File: src/rtl/cpu_pkg.sv
// rtl/cpu_pkg.sv - shared opcodes, exception codes and the EX-stage entry record
package cpu_pkg;

  localparam int CPU_DATA_W = 32;
  localparam int CPU_PC_W   = 30;
  localparam int CPU_REG_W  = 5;
  localparam int CPU_EXP_W  = 3;

  localparam logic [1:0] MEM_OP_NOP  = 2'b00;
  localparam logic [1:0] CTRL_OP_NOP = 2'b00;

  localparam logic [CPU_EXP_W-1:0] EXP_NO_EXP     = 3'd0;
  localparam logic [CPU_EXP_W-1:0] EXP_EXT_INT    = 3'd1;
  localparam logic [CPU_EXP_W-1:0] EXP_UNDEF_INSN = 3'd2;
  localparam logic [CPU_EXP_W-1:0] EXP_OVERFLOW   = 3'd3;

  typedef struct packed {
    logic [CPU_PC_W-1:0]   pc;
    logic                  en;
    logic                  br_flag;
    logic [1:0]            mem_op;
    logic [CPU_DATA_W-1:0] mem_wr_data;
    logic [1:0]            ctrl_op;
    logic [CPU_REG_W-1:0]  dst_addr;
    logic                  gpr_we_;
    logic [CPU_EXP_W-1:0]  exp_code;
    logic [CPU_DATA_W-1:0] result;
  } ex_entry_t;

  localparam ex_entry_t EX_ENTRY_RESET = '{
    pc: '0, en: 1'b0, br_flag: 1'b0, mem_op: MEM_OP_NOP, mem_wr_data: '0,
    ctrl_op: CTRL_OP_NOP, dst_addr: '0, gpr_we_: 1'b1, exp_code: EXP_NO_EXP,
    result: '0
  };

  // A faulting instruction keeps its pc/en/br_flag so the exception handler
  // can locate it, but must not touch memory, control flow or the register file.
  function automatic ex_entry_t squash_entry(input ex_entry_t e,
                                             input logic [CPU_EXP_W-1:0] code);
    ex_entry_t s;
    s             = e;
    s.mem_op      = MEM_OP_NOP;
    s.ctrl_op     = CTRL_OP_NOP;
    s.dst_addr    = '0;
    s.gpr_we_     = 1'b1;
    s.mem_wr_data = '0;
    s.result      = '0;
    s.exp_code    = code;
    return s;
  endfunction

endpackage

File: src/rtl/ex_stage_pipe_if.sv
// rtl/ex_stage_pipe_if.sv - upstream instruction/ALU capture bus into the EX stage
interface ex_stage_pipe_if #(
  parameter int DATA_W = 32,
  parameter int PC_W   = 30,
  parameter int REG_W  = 5,
  parameter int EXP_W  = 3
);
  logic [PC_W-1:0]   in_pc;
  logic              in_en;
  logic              in_br_flag;
  logic [1:0]        in_mem_op;
  logic [DATA_W-1:0] in_mem_wr_data;
  logic [1:0]        in_ctrl_op;
  logic [REG_W-1:0]  in_dst_addr;
  logic              in_gpr_we_;
  logic [EXP_W-1:0]  in_exp_code;
  logic [DATA_W-1:0] alu_out;
  logic              alu_of;
  logic              int_detect;

  modport master (
    output in_pc, in_en, in_br_flag, in_mem_op, in_mem_wr_data, in_ctrl_op,
           in_dst_addr, in_gpr_we_, in_exp_code, alu_out, alu_of, int_detect
  );

  modport slave (
    input in_pc, in_en, in_br_flag, in_mem_op, in_mem_wr_data, in_ctrl_op,
          in_dst_addr, in_gpr_we_, in_exp_code, alu_out, alu_of, int_detect
  );
endinterface

File: src/rtl/ex_exc_squash.sv
// rtl/ex_exc_squash.sv - combinational exception prioritisation and entry squash
module ex_exc_squash
  import cpu_pkg::*;
(
  ex_stage_pipe_if.slave cap,
  output ex_entry_t      entry
);

  ex_entry_t raw;

  always_comb begin
    raw.pc          = cap.in_pc;
    raw.en          = cap.in_en;
    raw.br_flag     = cap.in_br_flag;
    raw.mem_op      = cap.in_mem_op;
    raw.mem_wr_data = cap.in_mem_wr_data;
    raw.ctrl_op     = cap.in_ctrl_op;
    raw.dst_addr    = cap.in_dst_addr;
    raw.gpr_we_     = cap.in_gpr_we_;
    raw.exp_code    = cap.in_exp_code;
    raw.result      = cap.alu_out;
  end

  // Interrupt beats an earlier-stage exception, which beats a fresh overflow.
  always_comb begin
    entry = raw;
    if (cap.int_detect) begin
      entry = squash_entry(raw, EXP_EXT_INT);
    end else if (cap.in_exp_code != EXP_NO_EXP) begin
      entry = squash_entry(raw, cap.in_exp_code);
    end else if (cap.alu_of) begin
      entry = squash_entry(raw, EXP_OVERFLOW);
    end
  end

endmodule

File: src/rtl/ex_stage_pipe.sv
// rtl/ex_stage_pipe.sv - EX/MEM pipeline register with optional skid entry and flush
module ex_stage_pipe
  import cpu_pkg::*;
#(
  parameter int DATA_W = 32,
  parameter int PC_W   = 30,
  parameter int REG_W  = 5,
  parameter int EXP_W  = 3,
  parameter int DEPTH  = 2
) (
  input  logic              clk,
  input  logic              reset,
  input  logic              in_valid,
  output logic              in_ready,
  input  logic [PC_W-1:0]   in_pc,
  input  logic              in_en,
  input  logic              in_br_flag,
  input  logic [1:0]        in_mem_op,
  input  logic [DATA_W-1:0] in_mem_wr_data,
  input  logic [1:0]        in_ctrl_op,
  input  logic [REG_W-1:0]  in_dst_addr,
  input  logic              in_gpr_we_,
  input  logic [EXP_W-1:0]  in_exp_code,
  input  logic [DATA_W-1:0] alu_out,
  input  logic              alu_of,
  input  logic              int_detect,
  input  logic              flush,
  output logic              out_valid,
  input  logic              out_ready,
  output logic [PC_W-1:0]   out_pc,
  output logic              out_en,
  output logic              out_br_flag,
  output logic [1:0]        out_mem_op,
  output logic [DATA_W-1:0] out_mem_wr_data,
  output logic [1:0]        out_ctrl_op,
  output logic [REG_W-1:0]  out_dst_addr,
  output logic              out_gpr_we_,
  output logic [EXP_W-1:0]  out_exp_code,
  output logic [DATA_W-1:0] out_result,
  output logic [1:0]        occupancy
);

  localparam logic [1:0] DEPTH_L = 2'(DEPTH);

  ex_stage_pipe_if #(
    .DATA_W(DATA_W), .PC_W(PC_W), .REG_W(REG_W), .EXP_W(EXP_W)
  ) cap_bus ();

  assign cap_bus.in_pc          = in_pc;
  assign cap_bus.in_en          = in_en;
  assign cap_bus.in_br_flag     = in_br_flag;
  assign cap_bus.in_mem_op      = in_mem_op;
  assign cap_bus.in_mem_wr_data = in_mem_wr_data;
  assign cap_bus.in_ctrl_op     = in_ctrl_op;
  assign cap_bus.in_dst_addr    = in_dst_addr;
  assign cap_bus.in_gpr_we_     = in_gpr_we_;
  assign cap_bus.in_exp_code    = in_exp_code;
  assign cap_bus.alu_out        = alu_out;
  assign cap_bus.alu_of         = alu_of;
  assign cap_bus.int_detect     = int_detect;

  ex_entry_t cap_entry;

  ex_exc_squash u_squash (
    .cap   (cap_bus),
    .entry (cap_entry)
  );

  ex_entry_t  head_q, head_d;
  ex_entry_t  skid_q, skid_d;
  logic [1:0] occ_q, occ_d;
  logic       rdy_q, rdy_d;
  logic       acc, pop;

  assign acc = in_valid && rdy_q;
  assign pop = (occ_q != 2'd0) && out_ready;

  // The skid slot only fills when the head stalls; rdy_q already blocks
  // accepts at full occupancy, so acc never coincides with occ_q == 2.
  always_comb begin
    head_d = head_q;
    skid_d = skid_q;
    occ_d  = occ_q;
    if (flush) begin
      head_d = EX_ENTRY_RESET;
      skid_d = EX_ENTRY_RESET;
      occ_d  = 2'd0;
    end else begin
      case (occ_q)
        2'd0: begin
          if (acc) begin
            head_d = cap_entry;
            occ_d  = 2'd1;
          end
        end
        2'd1: begin
          if (acc && pop) begin
            head_d = cap_entry;
          end else if (pop) begin
            head_d = EX_ENTRY_RESET;
            occ_d  = 2'd0;
          end else if (acc) begin
            skid_d = cap_entry;
            occ_d  = 2'd2;
          end
        end
        default: begin
          if (pop) begin
            head_d = skid_q;
            skid_d = EX_ENTRY_RESET;
            occ_d  = 2'd1;
          end
        end
      endcase
    end
    rdy_d = (occ_d < DEPTH_L);
  end

  always_ff @(posedge clk) begin
    if (reset) begin
      head_q <= EX_ENTRY_RESET;
      skid_q <= EX_ENTRY_RESET;
      occ_q  <= 2'd0;
      rdy_q  <= 1'b1;
    end else begin
      head_q <= head_d;
      skid_q <= skid_d;
      occ_q  <= occ_d;
      rdy_q  <= rdy_d;
    end
  end

  assign in_ready        = rdy_q;
  assign occupancy       = occ_q;
  assign out_valid       = (occ_q != 2'd0);
  assign out_pc          = head_q.pc;
  assign out_en          = head_q.en;
  assign out_br_flag     = head_q.br_flag;
  assign out_mem_op      = head_q.mem_op;
  assign out_mem_wr_data = head_q.mem_wr_data;
  assign out_ctrl_op     = head_q.ctrl_op;
  assign out_dst_addr    = head_q.dst_addr;
  assign out_gpr_we_     = head_q.gpr_we_;
  assign out_exp_code    = head_q.exp_code;
  assign out_result      = head_q.result;

endmodule

File: config.mk
export PLATFORM = sky130hd
export DESIGN_NAME = ex_stage_pipe
export DESIGN_NICKNAME = d
export VERILOG_FILES = /design/src/rtl/cpu_pkg.sv /design/src/rtl/ex_stage_pipe_if.sv /design/src/rtl/ex_exc_squash.sv /design/src/rtl/ex_stage_pipe.sv
export SDC_FILE = /design/constraint.sdc
export NUM_CORES = 1
export LEC_CHECK = 0
export CAP_MARGIN = 20
export CORE_ASPECT_RATIO = 0.7
export CORE_MARGIN = 2
export CORE_UTILIZATION = 45
export CTS_CLUSTER_DIAMETER = 100
export DETAILED_ROUTE_END_ITERATION = 8
export GPL_TIMING_DRIVEN = 0
export PLACE_DENSITY = 0.84
export SYNTH_ARGS = -nofsm -noshare
export SYNTH_HDL_FRONTEND = slang
export SYNTH_SLANG_ARGS = --single-unit
File: constraint.sdc
create_clock -name clk -period 2.55 [get_ports clk]
set_input_delay 0.51 -clock clk [delete_from_list [all_inputs] [get_ports clk]]
set_output_delay 0.51 -clock clk [all_outputs]
set_load 0.02 [all_outputs]
==> results of run 1 <==
[flip-flops by register name, indices dropped and copies added, names as in the netlist, 2 cells and up]
| signal | count |
|---|---|
| skid_q | 109 |
| out_mem_wr_data | 32 |
| out_result | 32 |
| out_pc | 30 |
| out_dst_addr | 5 |
| out_exp_code | 3 |
| occupancy | 2 |
| out_ctrl_op | 2 |
| out_mem_op | 2 |
[critical path: cells and delay by family (launching register included)]
| family | cells | cell delay, ns |
|---|---|---|
| DFF | 1 | 0.36 |
| buffers and inverters | 3 | 0.93 |
| and+or+nand+nor | 1 | 0.05 |
[area by class of cell]
cell class,count,share of cell area
buffer,107,0.0448
clock buffer,33,0.0554
clock inverter,7,0.00564
inverter,6,0.00188
multi-input combinational,622,0.305
sequential,221,0.369
tap,242,0.0253
timing repair buffer,231,0.192
[logic make-up after synthesis]
group                      count (synthesis)  synth area share
adders and majority gates                  1           0.00145
AOI/OAI and AO/OA                        445             0.321
DFF                                      221             0.513
buffers and inverters                    114            0.0645
and+or+nand+nor                          176            0.0998
[path summary, 6_finish.rpt]
kind	startpoint	cells after the start	end	slack [ns]
setup / recovery	occupancy[1]$_SDFF_PP0_	4	out_valid	0.20
hold reg to reg	skid_q[33]$_SDFFE_PP0P_	2	skid_q[33]$_SDFFE_PP0P_	0.48
setup reg to reg	occupancy[1]$_SDFF_PP0_	9	skid_q[33]$_SDFFE_PP0P_	0.20
hold / removal	skid_q[33]$_SDFFE_PP0P_	2	skid_q[33]$_SDFFE_PP0P_	0.48
[through the flow]
| step | power, mW | instances | TNS, ns |
|---|---|---|---|
| floorplan | 4.08 | 957 | 0 |
| global placement | 4.59 | 1427 | -14.00 |
| detailed placement | 4.60 | 1427 | -16.93 |
| CTS | 7.84 | 1467 | 0 |
| global route | 8.10 | 1469 | 0 |
| finish | 7.83 | 1469 | 0 |
[power breakdown]
group | internal, mW | switching (mW)
logic | 0.429 | 0.549
clock network | 1.91 | 1.37
registers | 3.53 | 0.0426
[synthesized netlist by cell type, types with 2 or more instances]
cell,n,area [um2]
a22oi_1,34,255
or3b_1,2,17.5
clkbuf_1,47,176
inv_1,5,18.8
buf_4,21,158
a32o_1,2,20.0
a22o_1,32,280
o21ai_1,12,60.1
o21ai_2,2,17.5
nor2_1,78,293
and2_1,2,12.5
a31oi_1,2,12.5
nand2_1,7,26.3
o21ai_0,173,866
buf_2,39,195
a32oi_1,75,657
nor4_4,2,42.5
nand3_1,74,370
a21oi_1,109,546
dfxtp_1,221,4420
[layer usage]
metal  track usage  vias to the layer above  part of all wire
met5             0                        -           0.00045
li1              -                     4083                 -
met4        0.0582                        2             0.019
met2         0.413                      486              0.42
met1         0.397                     4245              0.45
met3        0.0768                       54              0.11
[timing repair]
item	4_1_cts	5_1_grt
gates resized for setup	2	3
setup endpoints to repair	54	67
setup buffers	0	2
hold buffers	0	0
pin swaps	0	1
cloned	0	1
==> run metrics, run 1 <==
status=finished, final reports clean; worst skew pair latency=0.50 ns; CTS sink cnt=221; flops & latches, synth=221; number of global-route vias before repair=8246; Fmax achieved=425 MHz; asr flop ratio synth=0; number of synthesized flops with an enable pin=0; Distinct cells, synth=38; largest net degree at the start of global routing=15; commonest non-fill, non-tap cells in the layout=clkdlybuf4s50_1, dfxtp_1, o21ai_0; Seq/Total Area, Yosys=0.513; dpl ws=-0.235 ns; Post-Syn Area=0.00862 mm2; Slew HR=0.549; PortBufs=228; area of the multi-input gates=0.00366 mm2; Pins Over Slew Limit=0; H-tree depth=1; CP Data Arrival Time=1.84 ns; Tot GR Track Use=0.276; # fillers=1560; critical-path cell list=buf_4 > nor2_4 > inv_2 > clkdlybuf4s50_1; syn avg cell area=9.00 um2; HPWL Detailed=19900 um; setup ws final=0.196 ns; Clock Skew=0.0111 ns; Num CTS Buffers=22; Final Net Count=1328; max-cap violations=0; commonest non-fill, non-tap cell in the layout=clkdlybuf4s50_1; initial antenna violation count=1; post-route cell area=0.0120 mm2; RePlAce Congestion=0.876; post-place instance area=0.0112 mm2; GRT overflow=0; IR drop worst, VDD=422 uV; Top-Level Pins=229; wirelength, routed=29000 um; per-cell routed wire length=19.7 um; P_leak=4.24 nW; number of remaining DRC errors=0; diodes inserted=0; CTS root buf=clkbuf_16; syn nets=1074; fin crit share=0.923; via count=8870; Worst-path clk slew=0.06 ns; final setup vio count=0; Critical Path Fanout Max=10; core area=0.0188 mm2; Final Hold Fails=0; first-pass GRT wire length=45100 um; Setup crit end kind=output port; Final min period=2.35 ns; share of cells above drive strength 1=0.0888; Chip Width=169 um; Top FF cell, synth=dfxtp_1; Hold WS=0.478 ns; DR pass1 iterations=6; Die Height=120 um; die footprint=0.0203 mm2; RSZ-0062 raised after global routing=false; antenna-violating nets left=0; Area growth syn-to-layout=39.0%; Initial Util=0.458; Hold Crit Class=register to register; slowest stage cell, crit path=clkdlybuf4s50_1; Max Buffers Root-to-Sink=3; Critical Path RT=2.04 ns; crit-path max cell delay=0.62 ns; Vias per Instance=6.04; CP Class=register to output port; Worst-Margin Slew=0.677 ns; FP Rows=42; combined flip-flop and latch cell area=0.00442 mm2; Power Density=654 mW/mm2; CTS tree=yes; crit path launch type=register; Iteration-0 DRC Markers=990; synthesized instance count=957; synth warn=0; final core area utilization=0.637
Note: power is estimated with default switching activity, not from simulation.
==> run 2, diff against run 1 <==
Settings changed: PLACE_DENSITY 0.84 to 0.75.
==> run metrics, run 2 (synthesis gave the netlist of run 1 again) <==
status=finished, final reports clean (unchanged); initial antenna violation count=0 (was 1); antenna-violating nets left=0 (unchanged); Vias per Instance=5.89 (was 6.04); Final Hold Fails=0 (unchanged); max reg flops=109 (unchanged); wirelength, routed=28000 um (was 29000 um); Tot GR Track Use=0.272 (was 0.276); Critical Path RT=2.04 ns (about the same); RePlAce Congestion=0.851 (was 0.876); area of the multi-input gates=0.00364 mm2 (was 0.00366 mm2); CP Class=register to output port (unchanged); Setup crit end kind=output port (unchanged); Slew HR=0.585 (was 0.549); Non-Filler Instances=1465 (was 1469); GRT overflow=0 (unchanged); crit path launch type=register (unchanged); Power Density=655 mW/mm2 (was 654 mW/mm2); Pins Over Slew Limit=0 (unchanged); Initial Util=0.458 (unchanged); PortBufs=228 (unchanged); core area=0.0188 mm2 (unchanged); Hold Crit Class=register to register (unchanged); die footprint=0.0203 mm2 (unchanged); Top reg by flops=skid_q (unchanged); Die Height=120 um (unchanged); flop2flop setup slack=0.24 ns (was 0.20 ns); Final Net Count=1325 (was 1328); Critical Path Fanout Max=10 (unchanged); HPWL Detailed=19600 um (was 19900 um); combined flip-flop and latch cell area=0.00442 mm2 (unchanged); Num CTS Buffers=22 (unchanged); max-cap violations=0 (unchanged); H-tree depth=1 (unchanged); DR pass1 iterations=5 (was 6); CTS root buf=clkbuf_16 (unchanged); commonest non-fill, non-tap cell in the layout=clkdlybuf4s50_1 (unchanged); fin crit share=0.936 (was 0.923); worst r2r dst=skid_q[44]$_SDFFE_PP0P_ (was skid_q[33]$_SDFFE_PP0P_); Top-Level Pins=229 (unchanged); Worst Hold Depth=2 (unchanged); share of cells above drive strength 1=0.0859 (was 0.0888); Hold Path End=skid_q[33]$_SDFFE_PP0P_ (unchanged); R2R cell count=10 (was 9); IR drop worst, VDD=408 uV (was 422 uV); Iteration-0 DRC Markers=817 (was 990); count of placed standard cells including taps=1427 (unchanged); CP Data Arrival Time=1.88 ns (was 1.84 ns); Fmax achieved=419 MHz (was 425 MHz); FP Rows=42 (unchanged); number of remaining DRC errors=0 (unchanged); total power draw=7.83 mW (about the same); post-place instance area=0.0112 mm2 (unchanged); worst skew pair latency=0.50 ns (about the same); Worst-Margin Slew=0.623 ns (was 0.677 ns); Worst-path clk slew=0.07 ns (was 0.06 ns); final setup vio count=0 (unchanged); Reg-to-Reg Start=occupancy[1]$_SDFF_PP0_ (unchanged); per-cell routed wire length=19.1 um (was 19.7 um); commonest non-fill, non-tap cells in the layout=clkdlybuf4s50_1, dfxtp_1, o21ai_0 (unchanged); P_leak=4.23 nW (was 4.24 nW); CTS sink cnt=221 (unchanged); diodes inserted=0 (unchanged); Final min period=2.39 ns (was 2.35 ns); hold path start=skid_q[33]$_SDFFE_PP0P_ (unchanged); first-pass GRT wire length=44600 um (was 45100 um); Area growth syn-to-layout=38.8% (was 39.0%); Max Buffers Root-to-Sink=3 (unchanged); # fillers=1568 (was 1560); Clock Skew=0.0186 ns (was 0.0111 ns); number of global-route vias before repair=8194 (was 8246); RSZ-0062 raised after global routing=false (unchanged); largest net degree at the start of global routing=15 (unchanged); CTS tree=yes (unchanged); Chip Width=169 um (unchanged); via count=8634 (was 8870); post-route cell area=0.0120 mm2 (about the same)
[run 2: critical path: stages (launching register included)]
cell,delay [ns]
dfxtp_1,0.37
buf_4,0.22
nor2_4,0.05
inv_2,0.08
clkdlybuf4s50_1,0.66
[run 2: routing by layer]
layer | GRT usage | share of wire | up-vias
met5 | 0 | 0 | -
met3 | 0.0557 | 0.083 | 38
li1 | - | - | 4066
met2 | 0.401 | 0.43 | 379
met4 | 0.0572 | 0.017 | 0
met1 | 0.410 | 0.47 | 4151
[run 2: metrics by stage]
stage	hold slack, ns	setup WS [ns]	util	setup TNS, ns
floorplan	0.437	0.222	-	0
global placement	0.445	-0.206	0.595	-13.97
detailed placement	0.455	-0.258	0.595	-18.05
CTS	0.468	0.0155	0.635	0
global route	0.497	0.0881	0.636	0
finish	0.470	0.163	0.636	0
[run 2: worst max-delay path by stage]
stage	start	to	slack, ns	cells after the start
floorplan	occupancy[1]$_SDFF_PP0_	skid_q[10]$_SDFFE_PP0P_	0.22	11
global placement	out_ready	skid_q[19]$_SDFFE_PP0P_	-0.21	10
detailed placement	out_ready	skid_q[44]$_SDFFE_PP0P_	-0.26	10
CTS	occupancy[1]$_SDFF_PP0_	skid_q[29]$_SDFFE_PP0P_	0.02	11
global route	occupancy[1]$_SDFF_PP0_	out_valid	0.09	4
finish	occupancy[1]$_SDFF_PP0_	out_valid	0.16	4
[run 2: repair_timing]
item	in CTS	in global routing
endpoints found under the setup margin	91	100
setup buffers	0	0
resized for setup	3	2
cloned	0	0
hold buffers	0	0
[run 2: final cells by class]
| class | count | share of cell area |
|---|---|---|
| plain buffers | 107 | 0.0451 |
| clock buffers | 33 | 0.0563 |
| clock inverters | 6 | 0.00576 |
| inverters | 6 | 0.00188 |
| multi-input cells | 622 | 0.305 |
| flip-flops and latches | 221 | 0.370 |
| well taps | 242 | 0.0253 |
| repair buffers | 228 | 0.191 |
[run 2: power breakdown]
part	total, mW	switching (mW)	internal, mW
sequential	3.57	0.0417	3.53
combinational	0.963	0.536	0.426
clock	3.29	1.36	1.93
total	7.83	1.94	5.89
==> run 3, diff against run 2 <==
Settings changed: GPL_ROUTABILITY_DRIVEN set to 0, PLACE_DENSITY 0.75 to 0.71, SYNTH_HIERARCHICAL set to 1.
Clock period 2.55 ns to 3.1 ns, I/O delays scaled along.
==> run metrics, run 3 <==
CTS root buf=clkbuf_16 (unchanged); Commonest cells post-synth=dfxtp_1, a21oi_1, nand2_1, nor3_1 (was dfxtp_1, o21ai_0, a21oi_1); synth warn=6 (was 0); asr flop ratio synth=0 (unchanged); crit path launch type=register (unchanged); syn avg cell area=8.16 um2 (was 9.00 um2); commonest non-fill, non-tap cells in the layout=dfxtp_1, clkdlybuf4s50_1, clkbuf_1 (was clkdlybuf4s50_1, dfxtp_1, o21ai_0); worst setup path end=out_valid (unchanged); count of placed standard cells including taps=1893 (was 1427); Fmax achieved=348 MHz; GRT overflow=0 (unchanged); R2R cell count=5 (was 10); HPWL Detailed=26700 um (was 19600 um); synthesized instance count=1373 (was 957); IR drop worst, VDD=382 uV (was 408 uV); Chip Width=193 um (was 169 um); DR pass1 iterations=7 (was 5); # fillers=2270 (was 1568); PortBufs=195 (was 228); Synth top area share=0.395 (was 0.513); Area growth syn-to-layout=27.7% (was 38.8%); antenna-violating nets left=0 (unchanged); Max Buffers Root-to-Sink=3 (unchanged); P_leak=4.41 nW (was 4.23 nW); setup ws final=0.227 ns (was 0.163 ns); Post-Syn Area=0.0112 mm2 (was 0.00862 mm2); largest net degree at the start of global routing=20 (was 15); final core area utilization=0.583 (was 0.636); CP Class=register to output port (unchanged); Worst Hold Depth=3 (was 2); core area=0.0246 mm2 (was 0.0188 mm2); Hold Crit Class=input port to register (was register to register); Non-Filler Instances=1929 (was 1465); Top reg by flops=skid_q (unchanged); Setup Fix Bufs, Post-CTS=0 (unchanged); Power Density=478 mW/mm2 (was 655 mW/mm2); max reg flops=109 (unchanged); Initial Util=0.456 (was 0.458); CP Data Arrival Time=2.25 ns (was 1.88 ns); Hold WS=0.387 ns (was 0.470 ns); number of remaining DRC errors=0 (unchanged); number of synthesized flops with an enable pin=0 (unchanged); Die Height=136 um (was 120 um); max-cap violations=0 (unchanged); wirelength, routed=38500 um (was 28000 um); top cells by area, synth=dfxtp_1, a311oi_1, o211ai_1 (was dfxtp_1, o21ai_0, a32oi_1); via count=11667 (was 8634); flops & latches, synth=221 (unchanged); post-place instance area=0.0136 mm2 (was 0.0112 mm2); die footprint=0.0262 mm2 (was 0.0203 mm2); CTS tree=yes (unchanged); final setup vio count=0 (unchanged); flop2flop setup slack=0.80 ns (was 0.24 ns); Final Net Count=1708 (was 1325); Yosys top cell by area=dfxtp_1 (unchanged); Pins Over Slew Limit=0 (unchanged); first-pass GRT wire length=59600 um (was 44600 um); Top-Level Pins=229 (unchanged); status=finished, final reports clean (unchanged); Worst-Margin Slew=0.996 ns (was 0.623 ns); Seq/Total Area, Yosys=0.395 (was 0.513); per-cell routed wire length=20.0 um (was 19.1 um); Tot GR Track Use=0.285 (was 0.272); share of cells above drive strength 1=0.120 (was 0.0859); worst skew pair latency=0.51 ns (was 0.50 ns); Final TNS setup=0 ns (unchanged); Final Hold Fails=0 (unchanged); syn nets=1489 (was 1074); CTS sink cnt=221 (unchanged); Reg-to-Reg Start=occupancy[1]$_SDFF_PP0_ (unchanged); Critical Path RT=2.48 ns (was 2.04 ns); most frequent cell after synthesis=dfxtp_1 (unchanged); hold_buf cts=0 (unchanged); Vias per Instance=6.05 (was 5.89); CTS resizes=0 (was 3); Final min period=2.87 ns; worst setup path startpoint=occupancy[0]$_SDFFE_PP0P_ (was occupancy[1]$_SDFF_PP0_); number of global-route vias before repair=10862 (was 8194); worst r2r dst=out_result[1]$_SDFFE_PP0P_ (was skid_q[44]$_SDFFE_PP0P_); commonest non-fill, non-tap cell in the layout=dfxtp_1 (was clkdlybuf4s50_1); Iteration-0 DRC Markers=1307 (was 817); Top FF cell, synth=dfxtp_1 (unchanged); initial antenna violation count=0 (unchanged); Worst-path clk slew=0.07 ns (about the same); Num CTS Buffers=23 (was 22); total power draw=6.84 mW (was 7.83 mW); Slew HR=0.336 (was 0.585); Setup crit end kind=output port (unchanged); FP Rows=48 (was 42); Clock Skew=0.0130 ns (was 0.0186 ns); H-tree depth=1 (unchanged); diodes inserted=0 (unchanged); RSZ-0062 raised after global routing=false (unchanged); dpl ws=0.0441 ns (was -0.258 ns); fin crit share=0.927; Distinct cells, synth=41 (was 38); Critical Path Fanout Max=19 (was 10); post-route cell area=0.0143 mm2 (was 0.0120 mm2)
## run 3: changes by cell type after synthesis, sizes merged, moves of 32 or more
cell,previous run,this run
a22o,32,0
clkbuf,47,109
nor3,2,109
nor2,79,2
nand2,7,110
a22oi,34,0
o21ai,188,110
nand3,75,108
a311oi,0,108
a32oi,75,0
inv,6,77
buf,61,105
nor4,2,73
o211ai,0,108
## run 3: cells by family after synthesis
group,Yosys count,synth area share
simple gates,417,0.215
buf+inv,291,0.123
compound gates,444,0.267
flops,221,0.395
## run 3: routing by layer
| metal | track usage | vias up | wire, um |
|---|---|---|---|
| li1 | - | 5472 | - |
| met1 | 0.427 | 5542 | 17600 |
| met2 | 0.416 | 590 | 16300 |
| met3 | 0.0498 | 63 | 3600 |
| met4 | 0.0810 | 0 | 1010 |
| met5 | 0 | - | 0 |
## run 3: layout make-up
type                       count  area (um2)  share of cell area
inverter                      77         289              0.0202
timing repair buffer         195        1950               0.136
sequential                   221        4420               0.309
buffer                       213        1080              0.0756
clock inverter                10         163              0.0114
clock buffer                  27         591              0.0413
multi-input combinational    861        5400               0.378
tap                          325         407              0.0284
## run 3: worst min-delay path by stage
| stage | end | slack (ns) | from |
|---|---|---|---|
| 6_report | skid_q[102]$_SDFFE_PP0P_ | 0.39 | in_pc[23] |
| 5_1_grt | skid_q[101]$_SDFFE_PP0P_ | 0.39 | in_pc[22] |
| 4_1_cts | skid_q[102]$_SDFFE_PP0P_ | 0.37 | in_pc[23] |
| 3_5_place_dp | out_mem_wr_data[20]$_SDFFE_PP0P_ | 0.48 | skid_q[63]$_SDFFE_PP0P_ |
| 3_3_place_gp | out_mem_wr_data[5]$_SDFFE_PP0P_ | 0.47 | skid_q[48]$_SDFFE_PP0P_ |
| 2_1_floorplan | out_mem_wr_data[0]$_SDFFE_PP0P_ | 0.46 | skid_q[43]$_SDFFE_PP0P_ |
## run 3: critical path, stage by stage (launching register included)
cell and delay (ns):
dfxtp_1 0.42, nor2_1 0.17, buf_2 0.46, inv_1 0.08, clkdlybuf4s50_1 0.60
## run 3: power by group
group	switching, mW	internal, mW
Combinational	0.624	0.396
Clock	1.18	1.69
Sequential	0.0413	2.90
